--- src/rtl/mem_port_arbiter.sv ---
// Shares one single-port synchronous SRAM between the fetch port and the data port.
// Sequences power-up settle, one access at a time, fixed read latency and fetch squash on PC change.
module mem_port_arbiter #(
  parameter int ADDR_W      = 10,
  parameter int DATA_W      = 32,
  parameter int RD_LAT      = 2,
  parameter int INIT_CYC    = 8,
  parameter int MAX_D_BURST = 4
) (
  input  logic              clk,
  input  logic              rstn,
  input  logic              if_req,
  input  logic [ADDR_W-1:0] if_addr,
  input  logic              if_flush,
  output logic [DATA_W-1:0] if_rdata,
  output logic              if_valid,
  output logic              if_stall,
  input  logic              d_req,
  input  logic              d_we,
  input  logic [ADDR_W-1:0] d_addr,
  input  logic [DATA_W-1:0] d_wdata,
  output logic [DATA_W-1:0] d_rdata,
  output logic              d_valid,
  output logic              d_stall,
  output logic              mem_csb,
  output logic              mem_web,
  output logic [ADDR_W-1:0] mem_addr,
  output logic [DATA_W-1:0] mem_wdata,
  input  logic [DATA_W-1:0] mem_rdata
);

  typedef enum logic [2:0] {S_INIT, S_IDLE, S_ACCESS, S_WAIT, S_RESP} state_t;

  localparam logic [7:0] INIT_LAST = 8'(INIT_CYC - 1);
  localparam logic [7:0] RD_LAST   = 8'(RD_LAT - 1);
  localparam logic [3:0] DB_MAX    = 4'(MAX_D_BURST);

  state_t     state;
  logic [7:0] cnt;
  logic [3:0] dburst;
  logic       own_d;
  logic       lat_we;
  logic       squash;
  logic       if_ok;
  logic       grant_d;
  logic       grant_i;

  function automatic logic [3:0] sat_inc(input logic [3:0] v);
    return (v == DB_MAX) ? v : v + 4'd1;
  endfunction

  // A flushed fetch is not a candidate; data yields only once its burst budget is used up.
  assign if_ok   = if_req & ~if_flush;
  assign grant_d = d_req & ~(if_ok & (dburst == DB_MAX));
  assign grant_i = if_ok & ~grant_d;

  assign if_stall = if_req & ~if_valid;
  assign d_stall  = d_req & ~d_valid;

  always_ff @(posedge clk or negedge rstn) begin
    if (!rstn) begin
      state     <= S_INIT;
      cnt       <= '0;
      dburst    <= '0;
      own_d     <= 1'b0;
      lat_we    <= 1'b0;
      squash    <= 1'b0;
      mem_csb   <= 1'b1;
      mem_web   <= 1'b1;
      mem_addr  <= '0;
      mem_wdata <= '0;
      if_rdata  <= '0;
      if_valid  <= 1'b0;
      d_rdata   <= '0;
      d_valid   <= 1'b0;
    end else begin
      if_valid <= 1'b0;
      d_valid  <= 1'b0;
      if (!if_req) dburst <= '0;
      case (state)
        S_INIT: begin
          if (cnt == INIT_LAST) begin
            cnt   <= '0;
            state <= S_IDLE;
          end else begin
            cnt <= cnt + 8'd1;
          end
        end
        S_IDLE: begin
          if (grant_d || grant_i) begin
            own_d    <= grant_d;
            lat_we   <= grant_d & d_we;
            mem_addr <= grant_d ? d_addr : if_addr;
            if (grant_d) mem_wdata <= d_wdata;
            mem_csb  <= 1'b0;
            mem_web  <= ~(grant_d & d_we);
            state    <= S_ACCESS;
            if (grant_i)     dburst <= '0;
            else if (if_req) dburst <= sat_inc(dburst);
          end
        end
        S_ACCESS: begin
          mem_csb <= 1'b1;
          mem_web <= 1'b1;
          if (!own_d && if_flush) squash <= 1'b1;
          cnt <= '0;
          if (lat_we) begin
            d_valid <= 1'b1;
            state   <= S_RESP;
          end else begin
            state <= S_WAIT;
          end
        end
        S_WAIT: begin
          if (!own_d && if_flush) squash <= 1'b1;
          if (cnt == RD_LAST) begin
            cnt   <= '0;
            state <= S_RESP;
            if (own_d) begin
              d_rdata <= mem_rdata;
              d_valid <= 1'b1;
            end else if (!(squash || if_flush)) begin
              if_rdata <= mem_rdata;
              if_valid <= 1'b1;
            end
          end else begin
            cnt <= cnt + 8'd1;
          end
        end
        S_RESP: begin
          squash <= 1'b0;
          state  <= S_IDLE;
        end
        default: state <= S_INIT;
      endcase
    end
  end

endmodule

--- config.mk ---
export PLATFORM = sky130hd
export DESIGN_NAME = mem_port_arbiter
export DESIGN_NICKNAME = d
export VERILOG_FILES = /design/src/rtl/mem_port_arbiter.sv
export SDC_FILE = /design/constraint.sdc
export NUM_CORES = 1
export LEC_CHECK = 0
export ABC_AREA = 1
export CORE_MARGIN = 1
export CORE_UTILIZATION = 40
export CTS_CLUSTER_SIZE = 25
export DETAILED_ROUTE_END_ITERATION = 8
export PLACE_DENSITY = 0.85
export SETUP_SLACK_MARGIN = 0.3
export SLEW_MARGIN = 10
export SYNTH_ARGS = -nofsm -noshare
export SYNTH_HDL_FRONTEND = slang
export SYNTH_SLANG_ARGS = --single-unit
--- constraint.sdc ---
create_clock -name clk -period 1.46 [get_ports clk]
set_input_delay 0.292 -clock clk [delete_from_list [all_inputs] [get_ports clk]]
set_output_delay 0.292 -clock clk [all_outputs]
set_load 0.1 [all_outputs]
==> flow_summary.yaml, run 1 <==
synth:
  synth_edf_count: 0
  synthCells: 608
  synth_most_common_cell: "nand2_1"
  yosysUniqueCellTypes: 31
  ys_seq_elements: 128
  synth_commonest_cells: "213 x nand2_1, 126 x dfrtp_1, 56 x inv_1"
  syn-cell-area_um2: 5620
  netlist_top_cells_area: "dfrtp_1 56%, nand2_1 14%, o21ai_2 7.0%, inv_1 3.7%, buf_6 3.4%"
  avgSynthCellArea_um2: 9.25
  ys_warn_count: 0
  synth.top_cell.area_share_pct: 56.1
  synth_nets: 702
  synth_largest_area_cell: "dfrtp_1"
  ys.flop_type: "dfrtp_1"
  synthArstFlopShare_pct: 100
  ys_seq_area_share_pct: 57.0
drt:
  vias: 6602
  routed_wl_um: 29800
  firstDrtPassIters: 8
  drt_iter0_drc: 664
  wl_per_cell_um: 25.6
  drc_errors: 0
  routed_via_density: 5.66
  final_antenna_net_count: 0
timing:
  rsz0062_at_grt: "yes"
  slew_headroom_pct: 65.2
  worst_slack_ps: -307
  holdWs_ps: 346
  worstMarginPinSlew_ps: 522
  period_needed_ps: 1770
  setup_viol: 127
  tns_ps: -22190
  slew_viol_final: 0
  period_share_pct: 121
  fin_skew_ps: 10.5
  max_freq_mhz: 566
  hold_viol: 0
cts:
  clockRootBuffer: "clkbuf_16"
  clk_latency_ps: 430
  cts_tree: "built"
  cts_buffers: 17
  cts.sinks: 128
  clkTransAtPathRegs_ps: 60
  clock_tree.buffer_depth: 2
  htreeDepth: 4
worst_setup_path:
  arrival_ps: 2090
  critPathLaunchType: "flip-flop"
  max_stage_delay_ps: 410
  r2r_end: "state[2]"
  path_max_fanout: 4
  r2r_cells: 9
  endpoint_kind: "flip-flop"
  critPathSlowestCell: "dfrtp_1"
  crit_top_cell: "buf_6"
  path_class: "flip-flop to flip-flop"
  crit_chain: "inv_2, ha_4, nand2_4, buf_4, buf_6, o21ai_4, buf_6, nand3_4, nor2_1"
  worstPathRequired_ps: 1790
  regToRegSetupSlack_ps: -310
  rr_startpoint: "cnt[1]"
cells_and_area:
  nets: 1073
  diodes: 0
  drive_gt1_share_pct: 68.1
  final_cell_area_um2: 12200
  syn_to_final_growth_pct: 118
  fin_cells: 1167
power:
  p_per_area_nw_per_um2: 2630
  internal-power_uw: 16000
  p_seq_share_pct: 20.8
  power_frac_clock_pct: 14.1
  ir_drop_mv: 2.31
  power_frac_comb_pct: 65.1
  switching_power_uw: 16200
  swShare_pct: 50.5
  total_power_uw: 32200
  p_leak_uw: 0.00562
floorplan:
  row_count: 42
  initial_utilization_pct: 41.8
  die_y_um: 121
  io-pin-count: 202
  core_um2: 13500
  die_w_um: 121
  die-area_um2: 14500
grt:
  grt_max_degree: 38
  overflow: 0
  grt_pass1_vias: 6054
  antenna_found_initial: 0
  grt_pass1_wl_um: 32500
  grt_usage_pct: 30.1
placement:
  dp.cells: 1004
  place_area_um2: 9450
  dpl.hpwl_um: 12600
  gp_congestion: 0.872
  port_buffers: 201
run:
  maxCapViolations: 0
status:
  failed_checks: "negative setup slack"
  status: "complete, but fails checks"
hold_path:
  holdCritPathClass: "primary input to async pin"
## state kept, by name, indices dropped and copies added (netlist names)
signal     flops
if_rdata      32
if_valid       1
mem_wdata     32
mem_addr      10
mem_web        1
d_valid        1
squash         1
cnt            8
d_rdata       32
lat_we         1
mem_csb        1
dburst         4
own_d          1
state          3
## cell families (layout without fill, tap and decap cells)
family / Yosys count / in the layout / share of synthesized area (%)
and+or+nand+nor: 281 / 281 / 20.4
DFF: 128 / 128 / 57.0
AOI/OAI and AO/OA: 107 / 107 / 13.1
buffers and inverters: 86 / 469 / 8.32
adders and majority gates: 4 / 4 / 0.890
xor gates and xnor gates: 2 / 2 / 0.312
## worst max-delay path by stage
stage / slack [ps] / startpoint / end
final: -310 / cnt[1] / state[2]
after global routing: -340 / cnt[1] / state[2]
after CTS: -80 / dburst[1] / mem_addr[8]
after detailed placement: -430 / if_flush / mem_wdata[25]
after global placement: -380 / if_flush / if_rdata[31]
after floorplan: 40 / d_valid / d_stall
## power by group through the flow
stage | Clock, uW | Combinational, uW | Sequential, uW
floorplan | 0 | 2270 | 13800
global placement | 0 | 16000 | 6440
detailed placement | 0 | 16300 | 6510
CTS | 4400 | 17800 | 6450
global route | 4690 | 21400 | 6770
finish | 4530 | 21000 | 6710
## through the flow
stage          setup WS [ps]  util, %
2_1_floorplan           40.2        -
3_3_place_gp            -379     70.2
3_5_place_dp            -432     70.2
4_1_cts                -77.6     82.3
5_1_grt                 -337     91.0
6_report                -307     91.0
## routing by layer
metal	track usage (%)	part of all wire [%]	vias to the layer above
met3	9.62	10	190
li1	-	-	2659
met2	54.0	49	571
met5	0	0	-
met4	13.3	7.3	0
met1	32.3	33	3182
## worst max-delay path: cells and delay by family (launching register included)
family          cells  cell delay, ps
compound gates      1             200
fa+ha+maj           1             150
buf+inv             4             520
flops               1             410
simple gates        3             360
## cell usage in the layout (no fill, tap or decap), types with 6 or more instances in the layout
master / synthesis / layout
o21ai_1: 19 / 11
dfrtp_2: 0 / 106
nor2_2: 3 / 6
nand3_1: 14 / 9
buf_12: 0 / 127
clkbuf_16: 0 / 21
o21ai_2: 45 / 60
nand2_2: 11 / 68
a21oi_2: 0 / 13
clkdlybuf4s50_1: 0 / 86
nor2_4: 2 / 12
dfrtp_1: 126 / 18
buf_4: 3 / 126
nand2_4: 0 / 52
inv_2: 5 / 7
buf_6: 17 / 22
inv_1: 56 / 49
nor2_1: 33 / 20
nand2_1: 213 / 101
## area by class of cell
class	instances	area [um^2]
multi-input combinational	394	2910
inverter	61	256
clock buffer	26	509
tap	176	220
timing repair buffer	376	4890
timing repair inverter	1	6.26
fill	402	1210
sequential	128	3350
clock inverter	5	100
## repair_timing
action	in CTS	in global routing
setup buffers	67	54
resized for setup	103	169
cloned	6	4
pin swaps	25	53
hold endpoints to repair	20	0
setup endpoints to repair	239	239
hold buffers	1	0
(Power assumes the default switching activity.)
==> inputs of run 2 (changes only) <==
--- a/config.mk
+++ b/config.mk
@@ -10,7 +10,7 @@
 export CORE_UTILIZATION = 40
 export CTS_CLUSTER_SIZE = 25
 export DETAILED_ROUTE_END_ITERATION = 8
-export PLACE_DENSITY = 0.85
+export PLACE_DENSITY = 0.82
 export SETUP_SLACK_MARGIN = 0.3
 export SLEW_MARGIN = 10
 export SYNTH_ARGS = -nofsm -noshare
==> constraint.sdc (replaced) <==
create_clock -name clk -period 1.65 [get_ports clk]
set_input_delay 0.33 -clock clk [delete_from_list [all_inputs] [get_ports clk]]
set_output_delay 0.33 -clock clk [all_outputs]
set_load 0.1 [all_outputs]
==> flow_summary.yaml, run 2 (synthesis gave the netlist of run 1 again) <==
floorplan:
  initial_utilization_pct: 41.8
  io-pin-count: 202
  die_w_um: 121
  core_um2: 13500
  row_count: 42
  die_y_um: 121
  die-area_um2: 14500
placement:
  port_buffers: 201
  dpl.hpwl_um: 11900
  gp_congestion: 0.899
timing:
  tns_ps: -93.4
  setup_viol: 4
  period_share_pct: 102
  max_freq_mhz: 592
  worstMarginPinSlew_ps: 540
  worst_slack_ps: -38.3
  slew_headroom_pct: 64.0
  period_needed_ps: 1690
  hold_viol: 0
  fin_skew_ps: 12.1
  slew_viol_final: 0
  rsz0062_at_grt: "yes"
cells_and_area:
  nFillCells: 481
  reg.largest.list: "d_rdata x32, if_rdata x32, mem_wdata x32"
  layout_commonest_cell: "buf_12"
  diodes: 0
  nets: 1066
  final_cell_mix: "129 x buf_12, 123 x nand2_1, 114 x buf_4"
  drive_gt1_share_pct: 56.5
  syn_to_final_growth_pct: 114
  seqCellArea_um2: 3240
  multiInputGateArea_um2: 2680
worst_setup_path:
  worst_path_dominant_cell_family: "buffers and inverters"
  max_stage_delay_ps: 400
  crit_chain: "inv_2, ha_4, nand2_4, nor2_4, buf_6, nand3_4, buf_12, clkbuf_16, nand2_1, o21ai_1"
  critPathSlowestCell: "dfrtp_1"
  endpoint_kind: "flip-flop"
  critPathLaunchType: "flip-flop"
  path_max_fanout: 7
  r2r_cells: 10
  arrival_ps: 1980
  worst-path-buf-inv: 4
  regToRegSetupSlack_ps: -40
  worstPathRequired_ps: 1940
  r2r_end: "d_rdata[9]"
  rr_startpoint: "cnt[1]"
  path_class: "flip-flop to flip-flop"
drt:
  drc_errors: 0
  routed_wl_um: 25500
  firstDrtPassIters: 6
  vias: 6122
  wl_per_cell_um: 22.0
  routed_via_density: 5.28
  final_antenna_net_count: 0
  drt_iter0_drc: 405
cts:
  clockRootBuffer: "clkbuf_16"
  cts_buffers: 17
  cts_tree: "built"
  cts.sinks: 128
  clkTransAtPathRegs_ps: 60
  htreeDepth: 4
  clk_latency_ps: 420
  clock_tree.buffer_depth: 2
run:
  maxCapViolations: 0
hold_path:
  holdCritStartpoint: "d_wdata[11]"
  worstHoldEndpoint: "mem_wdata[11]"
  holdCritPathClass: "primary input to flip-flop"
  hold_depth: 3
grt:
  grt_pass1_wl_um: 31900
  grt_usage_pct: 29.3
  overflow: 0
  grt_max_degree: 52
  grt_pass1_vias: 6041
  antenna_found_initial: 0
power:
  total_power_uw: 26500
  ir_drop_mv: 1.53
  p_per_area_nw_per_um2: 2200
  p_leak_uw: 0.00570
status:
  status: "complete, but fails checks"
  failed_checks: "negative setup slack"
run 2: cell count changes in the layout (fill, tap and decap cells not counted), sizes merged, moves of 2 or more:
cell / before / now
inv: 62 / 60
buf: 283 / 276
clkinvlp: 0 / 4
clkinv: 2 / 5
clkbuf: 30 / 26
run 2: how the worst max path moves through the flow:
stage	startpoint	end	cells past startpoint
after CTS	d_valid	d_stall	2
after global placement	if_flush	mem_addr[0]	7
after detailed placement	if_flush	mem_addr[6]	7
after floorplan	d_valid	d_stall	1
after global routing	cnt[1]	d_rdata[18]	10
final	cnt[1]	d_rdata[9]	10
run 2: cell type report:
class	instances	share of cell area, %
timing repair buffer	370	41.9
sequential	128	27.0
multi-input combinational	394	22.3
clock buffer	21	3.92
inverter	61	2.04
tap	176	1.83
clock inverter	10	0.928
run 2: power breakdown:
group	internal, uW	leakage, uW	switching (uW)
combinational	6480	0.00390	10600
clock	2330	0.000281	1470
sequential	4280	0.00152	1340
total	13100	0.00570	13400
run 2: worst min-delay path: cells and delay by family:
kind                   cells  cell delay [ps]
buffers and inverters      1              390
AND/OR/NAND/NOR            2              100
run 2: metrics by stage:
step	setup slack [ps]	instance area, um^2	utilization [%]	std cells	hold slack [ps]
floorplan	192	5770	-	608	34.4
detailed placement	-172	9300	69.1	1002	344
global route	-87.7	12000	89.2	1160	448
finish	-38.3	12000	89.2	1160	439
CTS	83.2	10900	81.4	1089	427
global placement	-109	9300	69.1	1002	332
run 2: repair_timing:
action                                  in CTS  in global routing
hold buffers                                 1                  0
hold endpoints to repair                    29                  0
cloned                                      10                  8
resized for setup                          127                117
endpoints found under the setup margin     201                238
buffers inserted                            45                 63
pin swaps                                   23                 26
run 2: layer usage:
metal / part of all wire (%) / global-route usage [%] / vias up
met5: 0 / 0 / -
met4: 4.3 / 11.0 / 0
met3: 7.7 / 8.54 / 94
met2: 52 / 52.4 / 353
met1: 36 / 32.8 / 3026
li1: - / - / 2649
==> inputs of run 3 (changes only) <==
--- a/config.mk
+++ b/config.mk
@@ -10,6 +10,7 @@
 export CORE_UTILIZATION = 40
 export CTS_CLUSTER_SIZE = 25
 export DETAILED_ROUTE_END_ITERATION = 8
+export GPL_ROUTABILITY_DRIVEN = 0
 export PLACE_DENSITY = 0.82
 export SETUP_SLACK_MARGIN = 0.3
 export SLEW_MARGIN = 10
==> constraint.sdc (replaced) <==
create_clock -name clk -period 1.65 [get_ports clk]
set_input_delay 0.33 -clock clk [delete_from_list [all_inputs] [get_ports clk]]
set_output_delay 0.33 -clock clk [all_outputs]
set_load 0.02 [all_outputs]
==> flow_summary.yaml, run 3 (synthesis gave the netlist of run 1 again) <==
status:
  status: "complete, no violations"
hold_path:
  holdCritPathClass: "primary input to flip-flop"
grt:
  grt_pass1_wl_um: 24400
  grt_max_degree: 77
  grt_usage_pct: 21.7
  overflow: 0
  grt_pass1_vias: 4840
  antenna_found_initial: 0
cells_and_area:
  drive_gt1_share_pct: 45.1
  final_cell_mix: "128 x nand2_1, 123 x dfrtp_1, 107 x buf_2"
  reg.largest.list: "d_rdata x32, if_rdata x32, mem_wdata x32"
  nFillCells: 1041
  syn_to_final_growth_pct: 61.7
  final_cell_area_um2: 9090
  diodes: 0
  nets: 959
  layout_commonest_cell: "nand2_1"
floorplan:
  die_w_um: 121
  die_y_um: 121
  initial_utilization_pct: 41.8
  die-area_um2: 14500
  row_count: 42
  io-pin-count: 202
  core_um2: 13500
worst_setup_path:
  critPathLaunchType: "flip-flop"
  r2r_cells: 9
  endpoint_kind: "flip-flop"
  worstPathRequired_ps: 1950
  path_class: "flip-flop to flip-flop"
  arrival_ps: 1850
  endpoint: "d_rdata[13]"
  r2r_end: "d_rdata[13]"
  path_max_fanout: 5
  rr_startpoint: "cnt[1]"
  startpoint: "cnt[1]"
  regToRegSetupSlack_ps: 100
drt:
  routed_wl_um: 17200
  drt_iter0_drc: 317
  wl_per_cell_um: 16.3
  final_antenna_net_count: 0
  routed_via_density: 4.92
  vias: 5183
  drc_errors: 0
  firstDrtPassIters: 6
cts:
  clk_latency_ps: 410
  cts_buffers: 17
  clockRootBuffer: "clkbuf_16"
  htreeDepth: 4
  cts_tree: "built"
  clkTransAtPathRegs_ps: 60
  cts.sinks: 128
  clock_tree.buffer_depth: 2
timing:
  slew_viol_final: 0
  period_needed_ps: 1550
  fin_skew_ps: 6.89
  period_share_pct: 94.1
  worstMarginPinSlew_ps: 419
  slew_headroom_pct: 72.1
  max_freq_mhz: 644
  hold_viol: 0
  holdWs_ps: 447
  rsz0062_at_grt: "yes"
  setup_viol: 0
placement:
  place_area_um2: 7950
  dpl.hpwl_um: 10100
  port_buffers: 201
power:
  ir_drop_mv: 0.979
  p_leak_uw: 0.00455
  p_per_area_nw_per_um2: 1640
run:
  maxCapViolations: 0
-- run 3: how the worst min path moves through the flow --
| stage | startpoint | to | cells past startpoint |
|---|---|---|---|
| 5_1_grt | d_wdata[19] | mem_wdata[19] | 3 |
| 2_1_floorplan | rstn | cnt[0] | 0 |
| 3_3_place_gp | rstn | d_rdata[25] | 2 |
| 6_report | d_wdata[27] | mem_wdata[27] | 3 |
| 3_5_place_dp | rstn | d_rdata[25] | 2 |
| 4_1_cts | d_wdata[27] | mem_wdata[27] | 3 |
-- run 3: what timing repair did --
action | 4_1_cts | 5_1_grt
endpoints found under the setup margin | 234 | 132
gates cloned | 4 | 11
pin swaps | 23 | 43
endpoints found under the hold margin | 126 | 0
resized for setup | 508 | 139
hold buffers | 1 | 0
setup buffers | 6 | 10
-- run 3: final cells by class --
| cell class | instances | area, um^2 | area share (%) |
|---|---|---|---|
| inverters | 61 | 253 | 2.78 |
| flip-flops and latches | 128 | 3210 | 35.3 |
| multi-input cells | 394 | 2480 | 27.2 |
| clock buffers | 19 | 433 | 4.76 |
| repair buffers | 263 | 2340 | 25.7 |
| well taps | 176 | 220 | 2.42 |
| clock inverters | 13 | 164 | 1.80 |
-- run 3: critical path, stage by stage, from the launching register on --
cell and delay [ps]:
dfrtp_1 380, inv_1 70, ha_2 190, nand2_4 60, nor2_4 150, nand3_4 120, buf_12 170, clkbuf_16 170
nand2_2 70, o21ai_2 60
-- run 3: per-stage QoR --
stage | total power, uW | worst slack (ps) | setup TNS [ps] | instances | util, %
finish | 14900 | 97.2 | 0 | 1054 | 67.6
global route | 15800 | 26.6 | 0 | 1054 | 67.6
CTS | 14100 | 121 | 0 | 1033 | 61.8
detailed placement | 10900 | -270 | -13910 | 990 | 59.1
global placement | 10700 | -279 | -12400 | 990 | 59.1
floorplan | 8010 | 264 | 0 | 608 | -
-- run 3: where the power goes --
group,switching [uW],internal (uW),total [uW]
combinational,3560,2480,6040
clock,1400,2380,3780
sequential,850,4260,5110
-- run 3: per-layer routing --
layer  wire length (um)  vias to the layer above  GRT usage [%]  share of wire [%]
li1                   -                     2444              -                  -
met1               7000                     2490           27.3                 41
met2               8750                      227           36.0                 51
met3               1220                       22           5.94                7.1
met4                240                        0           7.41                1.4
met5                  0                        -              0                  0
